==> src/rtl/mux_sel_scheduler_pkg.sv <==
// Shared types and select encoding for the round-robin mux select scheduler.
// Select bit 1 picks the member of a pair (A/B, C/D); bit 0 picks the pair.
package mux_sel_pkg;

    typedef enum logic {
        IDLE = 1'b0,
        BUSY = 1'b1
    } state_e;

    localparam logic [1:0] SEL_A = 2'b00;
    localparam logic [1:0] SEL_B = 2'b10;
    localparam logic [1:0] SEL_C = 2'b01;
    localparam logic [1:0] SEL_D = 2'b11;

    function automatic logic [1:0] onehot_to_sel(input logic [3:0] oh);
        logic [1:0] s;
        unique case (oh)
            4'b0010: s = SEL_B;
            4'b0100: s = SEL_C;
            4'b1000: s = SEL_D;
            default: s = SEL_A;
        endcase
        return s;
    endfunction

    function automatic logic [1:0] onehot_to_idx(input logic [3:0] oh);
        logic [1:0] idx;
        unique case (oh)
            4'b0010: idx = 2'd1;
            4'b0100: idx = 2'd2;
            4'b1000: idx = 2'd3;
            default: idx = 2'd0;
        endcase
        return idx;
    endfunction

endpackage

==> src/rtl/mux_sel_scheduler_rr_pick.sv <==
// Combinational round-robin picker: first request at or after ptr, wrapping D->A.
// The masked channel is skipped unless it is the only requester.
module rr_pick (
    input  logic [3:0] req,
    input  logic [1:0] ptr,
    input  logic [3:0] mask,
    output logic [3:0] win_oh,
    output logic       any
);

    always_comb begin
        logic [3:0] masked;
        logic [3:0] src;
        logic [1:0] idx;
        logic       found;
        masked = req & ~mask;
        src    = (masked != '0) ? masked : req;
        win_oh = '0;
        idx    = '0;
        found  = 1'b0;
        for (int unsigned i = 0; i < 4; i++) begin
            idx = ptr + 2'(i);
            if (!found && src[idx]) begin
                win_oh[idx] = 1'b1;
                found       = 1'b1;
            end
        end
        any = |req;
    end

endmodule

==> src/rtl/mux_sel_scheduler.sv <==
// Round-robin scheduler driving the 4:1 mux select with bursts of up to BURST beats
// under a valid/ready handshake. All outputs are registered.
module mux_sel_scheduler
    import mux_sel_pkg::*;
#(
    parameter int unsigned BURST = 4,
    parameter int unsigned CNT_W = 4
) (
    input  logic       clk,
    input  logic       rst,
    input  logic [3:0] req,
    output logic [3:0] gnt,
    output logic [1:0] sel,
    output logic       out_valid,
    input  logic       out_ready,
    output logic       beat_last
);

    if (BURST < 1 || BURST > (1 << CNT_W) - 1) begin : g_bad_burst
        $error("mux_sel_scheduler: BURST must be in 1..2**CNT_W-1");
    end

    localparam logic [CNT_W-1:0] BURST_C = CNT_W'(BURST);
    localparam logic [CNT_W-1:0] CNT_ONE = CNT_W'(1);

    state_e           state_q;
    logic [3:0]       gnt_q;
    logic [1:0]       sel_q;
    logic             out_valid_q;
    logic             beat_last_q;
    logic [CNT_W-1:0] cnt_q;
    logic [1:0]       ptr_q;

    logic [1:0] gidx;
    logic [1:0] ptr_d;
    logic [1:0] arb_ptr;
    logic [3:0] arb_mask;
    logic [3:0] win_oh;
    logic       win_any;
    logic       cont;

    // While busy, arbitration already looks past the current grant so a finishing
    // burst can hand over to the next winner without a bubble.
    always_comb begin
        gidx     = onehot_to_idx(gnt_q);
        ptr_d    = gidx + 2'd1;
        arb_ptr  = (state_q == BUSY) ? ptr_d : ptr_q;
        arb_mask = (state_q == BUSY) ? gnt_q : '0;
        cont     = (cnt_q < BURST_C) && req[gidx];
    end

    rr_pick u_rr_pick (
        .req    (req),
        .ptr    (arb_ptr),
        .mask   (arb_mask),
        .win_oh (win_oh),
        .any    (win_any)
    );

    always_ff @(posedge clk or posedge rst) begin
        if (rst) begin
            state_q     <= IDLE;
            gnt_q       <= '0;
            sel_q       <= SEL_A;
            out_valid_q <= 1'b0;
            beat_last_q <= 1'b0;
            cnt_q       <= '0;
            ptr_q       <= '0;
        end else begin
            unique case (state_q)
                IDLE: begin
                    if (win_any) begin
                        state_q     <= BUSY;
                        gnt_q       <= win_oh;
                        sel_q       <= onehot_to_sel(win_oh);
                        out_valid_q <= 1'b1;
                        cnt_q       <= CNT_ONE;
                        beat_last_q <= (BURST_C == CNT_ONE);
                    end
                end
                BUSY: begin
                    if (out_ready) begin
                        if (cont) begin
                            cnt_q       <= cnt_q + 1'b1;
                            beat_last_q <= ((cnt_q + 1'b1) == BURST_C);
                        end else begin
                            ptr_q <= ptr_d;
                            if (win_any) begin
                                gnt_q       <= win_oh;
                                sel_q       <= onehot_to_sel(win_oh);
                                cnt_q       <= CNT_ONE;
                                beat_last_q <= (BURST_C == CNT_ONE);
                            end else begin
                                state_q     <= IDLE;
                                gnt_q       <= '0;
                                sel_q       <= SEL_A;
                                out_valid_q <= 1'b0;
                                beat_last_q <= 1'b0;
                                cnt_q       <= '0;
                            end
                        end
                    end
                end
                default: state_q <= IDLE;
            endcase
        end
    end

    assign gnt       = gnt_q;
    assign sel       = sel_q;
    assign out_valid = out_valid_q;
    assign beat_last = beat_last_q;

endmodule

==> config.mk <==
export PLATFORM = sky130hd
export DESIGN_NAME = mux_sel_scheduler
export DESIGN_NICKNAME = d
export VERILOG_FILES = /design/src/rtl/mux_sel_scheduler_pkg.sv /design/src/rtl/mux_sel_scheduler_rr_pick.sv /design/src/rtl/mux_sel_scheduler.sv
export SDC_FILE = /design/constraint.sdc
export NUM_CORES = 1
export LEC_CHECK = 0
export BUFFER_PORTS_ARGS = -buffer_cell sky130_fd_sc_hd__buf_2
export CORE_UTILIZATION = 50
export CTS_CLUSTER_DIAMETER = 80
export DETAILED_ROUTE_END_ITERATION = 6
export PLACE_DENSITY = 0.78
export SKIP_LAST_GASP = 1
export SLEW_MARGIN = 20
export SYNTH_ARGS = -nofsm -noshare
export SYNTH_HDL_FRONTEND = slang
export SYNTH_HIERARCHICAL = 1
export SYNTH_SLANG_ARGS = --single-unit
==> constraint.sdc <==
create_clock -name clk -period 6.4 [get_ports clk]
set_clock_uncertainty 0.15 [all_clocks]
set_input_delay 1.92 -clock clk [delete_from_list [all_inputs] [get_ports clk]]
set_output_delay 1.92 -clock clk [all_outputs]
set_load 0.02 [all_outputs]
==> flow_summary.yaml, run 1 <==
clock_tree:
  insertion_delay_ns: 0.28
  cts_tree: "done"
  h-tree-depth: 1
  postCtsResizedCells: 0
  clock-sinks: 15
  clock_path_buffers: 2
  ctsHoldBuffers: 0
  cts_buffers: 3
  clockRootBuffer: "clkbuf_4"
  path_clk_slew_ns: 0.08
  postCtsSetupBuffers: 0
synth:
  synth_top_family_by_area: "compound AO/OA/AOI/OAI gates"
  postSynthCellCount: 134
  synth_fa_ha_area_frac: 0.0484
  ys_warn_count: 6
  synthArstFlopShare: 1.00
  synthMuxAreaShare: 0.105
  synth.area.top_cells: "dfrtp_1 (29%), a22o_1 (5.4%), mux4_2 (5.2%), ha_1 (4.8%), a41oi_1 (4.1%)"
  avgSynthCellArea_sq_um: 9.65
  synth-main-ff-cell: "dfrtp_1"
  synth-compound-area-share: 0.278
  synthDistinctLibCells: 42
  yosys.area_share.simple: 0.210
  yosysSeqAreaShare: 0.290
  synth.largest_area_cell: "dfrtp_1"
  synthTopCellsByCount: "dfrtp_1 (15), inv_1 (9), a22o_1 (8), nand2_1 (8), o21ai_0 (7)"
  synth_xor_area_frac: 0.0271
  synth_area_sq_mm: 0.00129
  synth_most_common_cell: "dfrtp_1"
  synth_edf_count: 0
  synth_fp_nets: 146
  ys_ff_latch: 15
  synth.top_cell.area_share: 0.290
timing:
  setup_tns_ns: 0
  rsz0062_at_grt: "no"
  fmax_mhz: 244
  relSlewSlack: 0.531
  min_period_ns: 4.10
  post-route-period-util: 0.641
  hold_violations: 0
  tightest_slew_ns: 0.697
  setup_viol: 0
  slew_viol_final: 0
global_route:
  grt_pass1_vias: 1073
  grt_max_degree: 16
  grt_overflow: 0
  grt_antenna_before_repair: 0
  grt_usage: 0.232
  grt_pass1_wl_microns: 4820
final_layout:
  area_growth_pct: 8.81
  antenna_cells: 0
  layout.nets: 162
  layout.cells.non_filler: 179
  drive_above_1_share: 0.215
detailed_routing:
  via_per_inst: 6.56
  drt-total-wl_microns: 2840
  drtPass1Iterations: 6
  first_iter_violations: 32
  vias: 1175
  ant_nets: 0
  wl_per_cell_microns: 15.9
  drc: 2
run_status:
  violations: "design-rule violations"
  status: "complete, but fails checks"
worst_setup_path:
  cp_top_family: "multiplexers"
  worst-path-buf-inv: 1
  critPathKind: "input port to register"
  cp_max_fo: 9
  cp-start-kind: "input port"
  arrival_ns: 4.12
  crit_path_end_kind: "register"
  cp_slowest_stage_delay_ns: 0.53
  path_cells: "buf_2 -> nand2b_2 -> a41o_1 -> mux4_2 -> nor2_1 -> a22o_1 -> a221o_1 -> xnor2_1 -> nor3_1 -> mux2_2"
  crit_slowest_cell: "mux4_2"
  cp_data_required_time_ns: 6.42
pwr:
  leakagePower_uw: 0.000634
  p_seq_frac: 0.223
  p_int_uw: 377
  pwr-share-comb: 0.699
  clockPowerShare: 0.077
  p_sw_frac: 0.459
  total_power_uw: 697
  vdd_ir_drop_max_uv: 305
  powerDensity_mw_per_mm2: 495
  switching_power_uw: 320
placement:
  dp_hpwl_microns: 2180
  post-place-cells: 175
  io_buffers: 14
  gp_congestion: 0.899
job:
  drv_cap: 0
floorplan:
  dieArea_sq_mm: 0.00279
  ioPinCount: 15
  initial_core_util: 0.527
  core_area_sq_mm: 0.00245
  die_w_microns: 52.8
  dieHeight_microns: 52.8
  rows: 18
worst_hold_path:
  min-delay-path-class: "register to register"
cell families (layout without fill, tap and decap cells):
| logic type | count (synthesis) | count (layout) |
|---|---|---|
| AND/OR/NAND/NOR | 46 | 46 |
| multiplexers | 9 | 9 |
| XOR/XNOR | 4 | 4 |
| buffers and inverters | 12 | 27 |
| flip-flops | 15 | 15 |
| adder cells (fa/ha/maj) | 5 | 5 |
| AO/OA/AOI/OAI | 43 | 43 |
layout make-up:
class                   instances  area, sq um
fillers                       220         1050
repair buffers                 14         70.1
flip-flops and latches         15          375
well taps                      30         37.5
clock buffers                   4         26.3
multi-input cells             107          863
inverters                       9         33.8
per-layer routing:
metal  wire length (microns)  track usage
met3                     100       0.0377
met2                    1510        0.422
met4                      13       0.0439
met5                       0            0
met1                    1220        0.284
final timing paths:
kind	from	to	slack, ns	cells past startpoint
setup reg to reg	gnt[3]$_DFFE_PP0P_	sel[1]$_DFFE_PP0P_	2.69	13
hold reg to reg	beat_last$_DFFE_PP0P_	beat_last$_DFFE_PP0P_	0.33	2
min in group asynchronous	rst	cnt_q[3]$_DFFE_PP0P_	1.52	2
hold / removal	beat_last$_DFFE_PP0P_	beat_last$_DFFE_PP0P_	0.33	2
setup / recovery	req[0]	sel[1]$_DFFE_PP0P_	2.30	10
max in group asynchronous	rst	gnt[2]$_DFFE_PP0P_	4.20	2
flip-flops by register name (all words and copies together), names as in the netlist:
name / count
ptr_q: 2
sel: 2
cnt_q: 4
out_valid: 1
state_q: 1
beat_last: 1
gnt: 4
power groups by stage:
stage	clock [uW]	combinational [uW]	sequential (uW)
final	54.0	487	156
after global routing	59.6	541	160
after CTS	55.1	487	156
after detailed placement	0	486	158
after global placement	0	467	157
after floorplan	0	388	166
tightest hold or removal path, cell delays in order, from the launching register on:
cell and delay [ns]:
dfrtp_1 0.34, nand2_1 0.04, o21ai_0 0.06
cells in the final DEF (no fill, tap or decap), types with 2 or more instances in the layout:
master,netlist,final
nand4_1,3,3
a21oi_1,2,2
mux2_2,4,4
a221o_1,4,4
mux4_2,3,3
a211o_1,2,2
a211oi_1,2,2
nor3_1,6,6
buf_2,1,14
and2_1,5,5
nor4_1,3,3
clkbuf_4,0,3
nand2b_1,2,2
xnor2_1,4,4
o21ai_0,7,7
nand2b_2,2,2
mux2_1,2,2
nor2_1,4,4
a22o_1,8,8
nand3b_1,3,3
a41o_1,4,4
nor2b_1,4,4
dfrtp_1,15,15
a41oi_1,6,6
ha_1,5,5
nand2_1,8,8
inv_1,9,9
metrics by stage:
stage | util | hold slack [ns] | area (sq um) | worst slack [ns]
floorplan | - | 0.304 | 1290 | 2.34
global placement | 0.562 | 0.316 | 1380 | 2.05
detailed placement | 0.562 | 0.315 | 1380 | 2.01
CTS | 0.573 | 0.335 | 1410 | 2.31
global route | 0.573 | 0.367 | 1410 | 2.15
finish | 0.573 | 0.327 | 1410 | 2.30
No activity file was read; power rests on OpenSTA's default activity.
==> inputs of run 2 (changes only) <==
--- a/config.mk
+++ b/config.mk
@@ -9,7 +9,7 @@
 export CORE_UTILIZATION = 50
 export CTS_CLUSTER_DIAMETER = 80
 export DETAILED_ROUTE_END_ITERATION = 6
-export PLACE_DENSITY = 0.78
+export PLACE_DENSITY = 0.81
 export SKIP_LAST_GASP = 1
 export SLEW_MARGIN = 20
 export SYNTH_ARGS = -nofsm -noshare
==> constraint.sdc (replaced) <==
create_clock -name clk -period 3.77 [get_ports clk]
set_clock_uncertainty 0.15 [all_clocks]
set_input_delay 1.131 -clock clk [delete_from_list [all_inputs] [get_ports clk]]
set_output_delay 1.131 -clock clk [all_outputs]
set_load 0.02 [all_outputs]
==> flow_summary.yaml, run 2 (same netlist as run 1, synthesis figures left out) <==
worst_setup_path:
  cp_slowest_stage_delay_ns: 0.54
  cp_top_family: "multiplexers"
  critPathKind: "register to register"
  worst-path-buf-inv: 3
  cp_max_fo: 7
  crit_slowest_cell: "mux4_2"
  crit_path_end_kind: "register"
  cp_data_required_time_ns: 3.79
  cp-start-kind: "register"
  arrival_ns: 3.64
  path_cells: "buf_4 -> xnor2_1 -> nor3_2 -> mux2_2 -> inv_1 -> ha_1 -> inv_1 -> mux4_2 -> nor3b_2 -> a221o_1 -> xnor2_1 -> nor3_1 -> mux2_2"
clock_tree:
  cts_tree: "done"
  h-tree-depth: 1
  postCtsSetupBuffers: 0
  path_clk_slew_ns: 0.09
  clock_path_buffers: 2
  ctsHoldBuffers: 0
  insertion_delay_ns: 0.28
  cts_buffers: 3
  clock-sinks: 15
  clockRootBuffer: "clkbuf_4"
floorplan:
  dieArea_sq_mm: 0.00279
  dieHeight_microns: 52.8
  die_w_microns: 52.8
  ioPinCount: 15
  rows: 18
  core_area_sq_mm: 0.00245
  initial_core_util: 0.527
final_layout:
  fill_cells: 227
  layout.cells.non_filler: 183
  drive_above_1_share: 0.248
  layout.nets: 166
  antenna_cells: 0
  area_growth_pct: 11.7
  final_cell_mix: "dfrtp_1 (15), buf_2 (14), inv_1 (9)"
  layout.cells.most_common: "dfrtp_1"
global_route:
  grt_overflow: 0
  grt_pass1_wl_microns: 4910
  grt_max_degree: 16
  grt_pass1_vias: 1085
  grt_usage: 0.244
  grt_antenna_before_repair: 0
timing:
  fmax_mhz: 276
  min_period_ns: 3.62
  holdWs_ns: 0.340
  setup_viol: 0
  post-route-period-util: 0.961
  setup_tns_ns: 0
  slew_viol_final: 0
  relSlewSlack: 0.517
  hold_violations: 0
  tightest_slew_ns: 0.718
placement:
  io_buffers: 14
  gp_congestion: 0.882
  dp_hpwl_microns: 2300
  post-place-cells: 179
job:
  drv_cap: 0
worst_hold_path:
  min-delay-path-class: "register to register"
detailed_routing:
  first_iter_violations: 28
  drtPass1Iterations: 6
  drt-total-wl_microns: 3020
  wl_per_cell_microns: 16.5
  ant_nets: 0
  vias: 1169
  drc: 2
  via_per_inst: 6.39
run_status:
  violations: "design-rule violations"
  status: "complete, but fails checks"
pwr:
  total_power_uw: 1220
  powerDensity_mw_per_mm2: 842
  leakagePower_uw: 0.000657
  vdd_ir_drop_max_uv: 642
[run 2: changes by cell type in the layout (fill, tap and decap cells not counted)]
cell | previous run | this run
nor3_1 | 6 | 5
nor2_2 | 0 | 1
nor3_2 | 0 | 1
nor2_1 | 4 | 3
buf_4 | 0 | 4
[run 2: path summary, 6_finish.rpt]
check                                      start               endpoint  slack (ns)  depth (start not counted)
setup / recovery              gnt[1]$_DFFE_PP0P_     sel[1]$_DFFE_PP0P_        0.15                         13
hold / removal             beat_last$_DFFE_PP0P_  beat_last$_DFFE_PP0P_        0.34                          2
setup reg to reg              gnt[1]$_DFFE_PP0P_     sel[1]$_DFFE_PP0P_        0.15                         13
hold reg to reg            beat_last$_DFFE_PP0P_  beat_last$_DFFE_PP0P_        0.34                          2
max in group asynchronous                    rst     gnt[1]$_DFFE_PP0P_        2.36                          2
min in group asynchronous                    rst   cnt_q[1]$_DFFE_PP0P_        0.74                          2
[run 2: per-layer routing]
metal	track usage	vias up	part of all wire
li1	-	568	-
met1	0.275	562	0.43
met2	0.445	33	0.52
met3	0.0435	6	0.029
met4	0.0965	0	0.014
met5	0	-	0
[run 2: report_power, final]
| group | leakage (uW) | internal (uW) | switching [uW] |
|---|---|---|---|
| combinational | 0.000454 | 402 | 474 |
| clock | 0.0000150 | 41.0 | 51.7 |
| sequential | 0.000188 | 212 | 34.8 |
| total | 0.000657 | 655 | 561 |
[run 2: stage by stage]
step	setup slack (ns)	util	area [sq um]
CTS	0.192	0.585	1440
floorplan	0.190	-	1290
detailed placement	0.160	0.574	1410
global placement	0.195	0.574	1410
global route	-0.00976	0.588	1440
finish	0.147	0.588	1440
[run 2: tightest hold or removal path, cell delays in order (launching register included)]
cell     delay (ns)
dfrtp_1        0.35
nand2_1        0.05
o21ai_0        0.06
[run 2: repair_timing]
action | CTS | global route
endpoints found under the hold margin | 0 | 0
endpoints found under the setup margin | 0 | 2
gates resized for setup | 0 | 2
[run 2: final cells by class]
class	instances	area (sq um)	share of cell area
Clock buffer	4	26.3	0.0182
Inverter	9	33.8	0.0234
Multi-Input combinational cell	107	871	0.603
Sequential cell	15	375	0.260
Tap cell	30	37.5	0.0260
Timing Repair Buffer	18	100	0.0693
==> inputs of run 3 (changes only) <==
--- a/config.mk
+++ b/config.mk
@@ -6,6 +6,7 @@
 export NUM_CORES = 1
 export LEC_CHECK = 0
 export BUFFER_PORTS_ARGS = -buffer_cell sky130_fd_sc_hd__buf_2
+export CORE_ASPECT_RATIO = 0.7
 export CORE_UTILIZATION = 50
 export CTS_CLUSTER_DIAMETER = 80
 export DETAILED_ROUTE_END_ITERATION = 6
==> flow_summary.yaml, run 3 (same netlist as run 1, synthesis figures left out) <==
floorplan:
  dieArea_sq_mm: 0.00280
  core_area_sq_mm: 0.00246
  die_w_microns: 62.8
  ioPinCount: 15
  initial_core_util: 0.526
  rows: 15
  dieHeight_microns: 44.5
placement:
  dp_hpwl_microns: 2390
  gp_congestion: 0.893
  io_buffers: 14
  dpl-instance-area_sq_mm: 0.00142
  place_ws_ns: 0.121
detailed_routing:
  wl_per_cell_microns: 16.8
  highest_layer: "met4"
  drtPass1Iterations: 5
  met1_length_microns: 1390
  drt-total-wl_microns: 3160
  routed-wl-met3_microns: 237
  met2WireLength_microns: 1480
  drc: 0
  first_iter_violations: 70
  via_per_inst: 6.50
  ant_nets: 0
  vias: 1222
timing:
  worst_slack_ns: 0.182
  relSlewSlack: 0.509
  min_period_ns: 3.59
  setup_viol: 0
  slew_viol_final: 0
  setup_tns_ns: 0
  hold_violations: 0
  fmax_mhz: 279
  post-route-period-util: 0.952
  holdWs_ns: 0.338
  tightest_slew_ns: 0.730
worst_hold_path:
  min_to: "cnt_q[1]$_DFFE_PP0P_"
  min-delay-path-class: "register to register"
  min_path_cells: 2
  holdCritStartpoint: "cnt_q[1]$_DFFE_PP0P_"
clock_tree:
  path_clk_slew_ns: 0.06
  clock_path_buffers: 2
  ctsHoldBuffers: 0
  h-tree-depth: 1
  insertion_delay_ns: 0.25
  clock-sinks: 15
  cts_buffers: 3
  cts_tree: "done"
  clockRootBuffer: "clkbuf_8"
worst_setup_path:
  r2r-end: "sel[1]$_DFFE_PP0P_"
  cp_data_required_time_ns: 3.75
  cp_max_fo: 5
  critPathKind: "register to register"
  crit_path_end_kind: "register"
  rrSetupSlack_ns: 0.18
  arrival_ns: 3.56
  cp-start-kind: "register"
  worstRegToRegCells: 13
  r2r_start: "gnt[1]$_DFFE_PP0P_"
pwr:
  pwr-share-comb: 0.709
  leakagePower_uw: 0.000676
  switching_power_uw: 589
  p_seq_frac: 0.191
  vdd_ir_drop_max_uv: 506
  powerDensity_mw_per_mm2: 877
  p_int_uw: 710
  clockPowerShare: 0.099
  total_power_uw: 1300
  p_sw_frac: 0.453
global_route:
  grt_pass1_vias: 1198
  grt_max_degree: 16
  grt_antenna_before_repair: 0
  grt_pass1_wl_microns: 5390
  grt_usage: 0.247
  grt_overflow: 0
final_layout:
  drive_above_1_share: 0.260
  antenna_cells: 0
  layout.cells.most_common: "dfrtp_1"
  layout.nets: 167
  fill_cells: 203
  final_cell_mix: "dfrtp_1 (15), buf_2 (14), nand2_1 (8), inv_1 (8), a22o_1 (8)"
  post-route-cell-area_sq_mm: 0.00148
  area_growth_pct: 14.6
run_status:
  status: "complete, no violations"
job:
  drv_cap: 0
## run 3: power groups by stage
| stage | sequential [uW] | clock [uW] | combinational, uW |
|---|---|---|---|
| 3_5_place_dp | 250 | 0 | 887 |
| 4_1_cts | 248 | 131 | 891 |
| 6_report | 249 | 129 | 922 |
| 2_1_floorplan | 281 | 0 | 659 |
| 5_1_grt | 255 | 141 | 1010 |
| 3_3_place_gp | 247 | 0 | 847 |
## run 3: how the worst max path moves through the flow
stage                               endpoint  slack [ns]          startpoint
after global placement    sel[0]$_DFFE_PP0P_        0.19              req[0]
after CTS                 sel[1]$_DFFE_PP0P_        0.16  gnt[1]$_DFFE_PP0P_
after global routing      sel[0]$_DFFE_PP0P_       -0.01  gnt[1]$_DFFE_PP0P_
after floorplan           sel[0]$_DFFE_PP0P_        0.19  gnt[3]$_DFFE_PP0P_
after detailed placement  sel[1]$_DFFE_PP0P_        0.12              req[0]
final                     sel[1]$_DFFE_PP0P_        0.18  gnt[1]$_DFFE_PP0P_
## run 3: cell type report
class / count / area, sq um / share of cell area
clock buffer: 4 / 45.0 / 0.0304
timing repair buffer: 19 / 108 / 0.0726
sequential: 15 / 375 / 0.253
tap: 34 / 42.5 / 0.0287
inverter: 9 / 33.8 / 0.0228
multi-input combinational: 107 / 877 / 0.592
## run 3: stage by stage
stage,instances,util
2_1_floorplan,134,-
5_1_grt,188,0.603
6_report,188,0.603
3_5_place_dp,184,0.579
4_1_cts,188,0.597
3_3_place_gp,184,0.579
## run 3: routing by layer
layer / vias up / global-route usage
met1: 570 / 0.311
met5: - / 0
met2: 65 / 0.430
met3: 10 / 0.0670
li1: 577 / -
met4: 0 / 0.0605
## run 3: repair_timing
action,CTS,global route
setup endpoints to repair,0,2
buffers inserted,0,0
resized for setup,0,4
## run 3: worst max-delay path, stage by stage (launching register included)
cell	delay, ns
dfrtp_1	0.41
buf_4	0.18
xnor2_2	0.14
nor3_1	0.16
mux2_2	0.26
inv_1	0.10
ha_1	0.34
inv_2	0.10
mux4_2	0.52
nor3b_2	0.20
a221o_1	0.40
xnor2_1	0.19
nor3_1	0.06
mux2_2	0.26
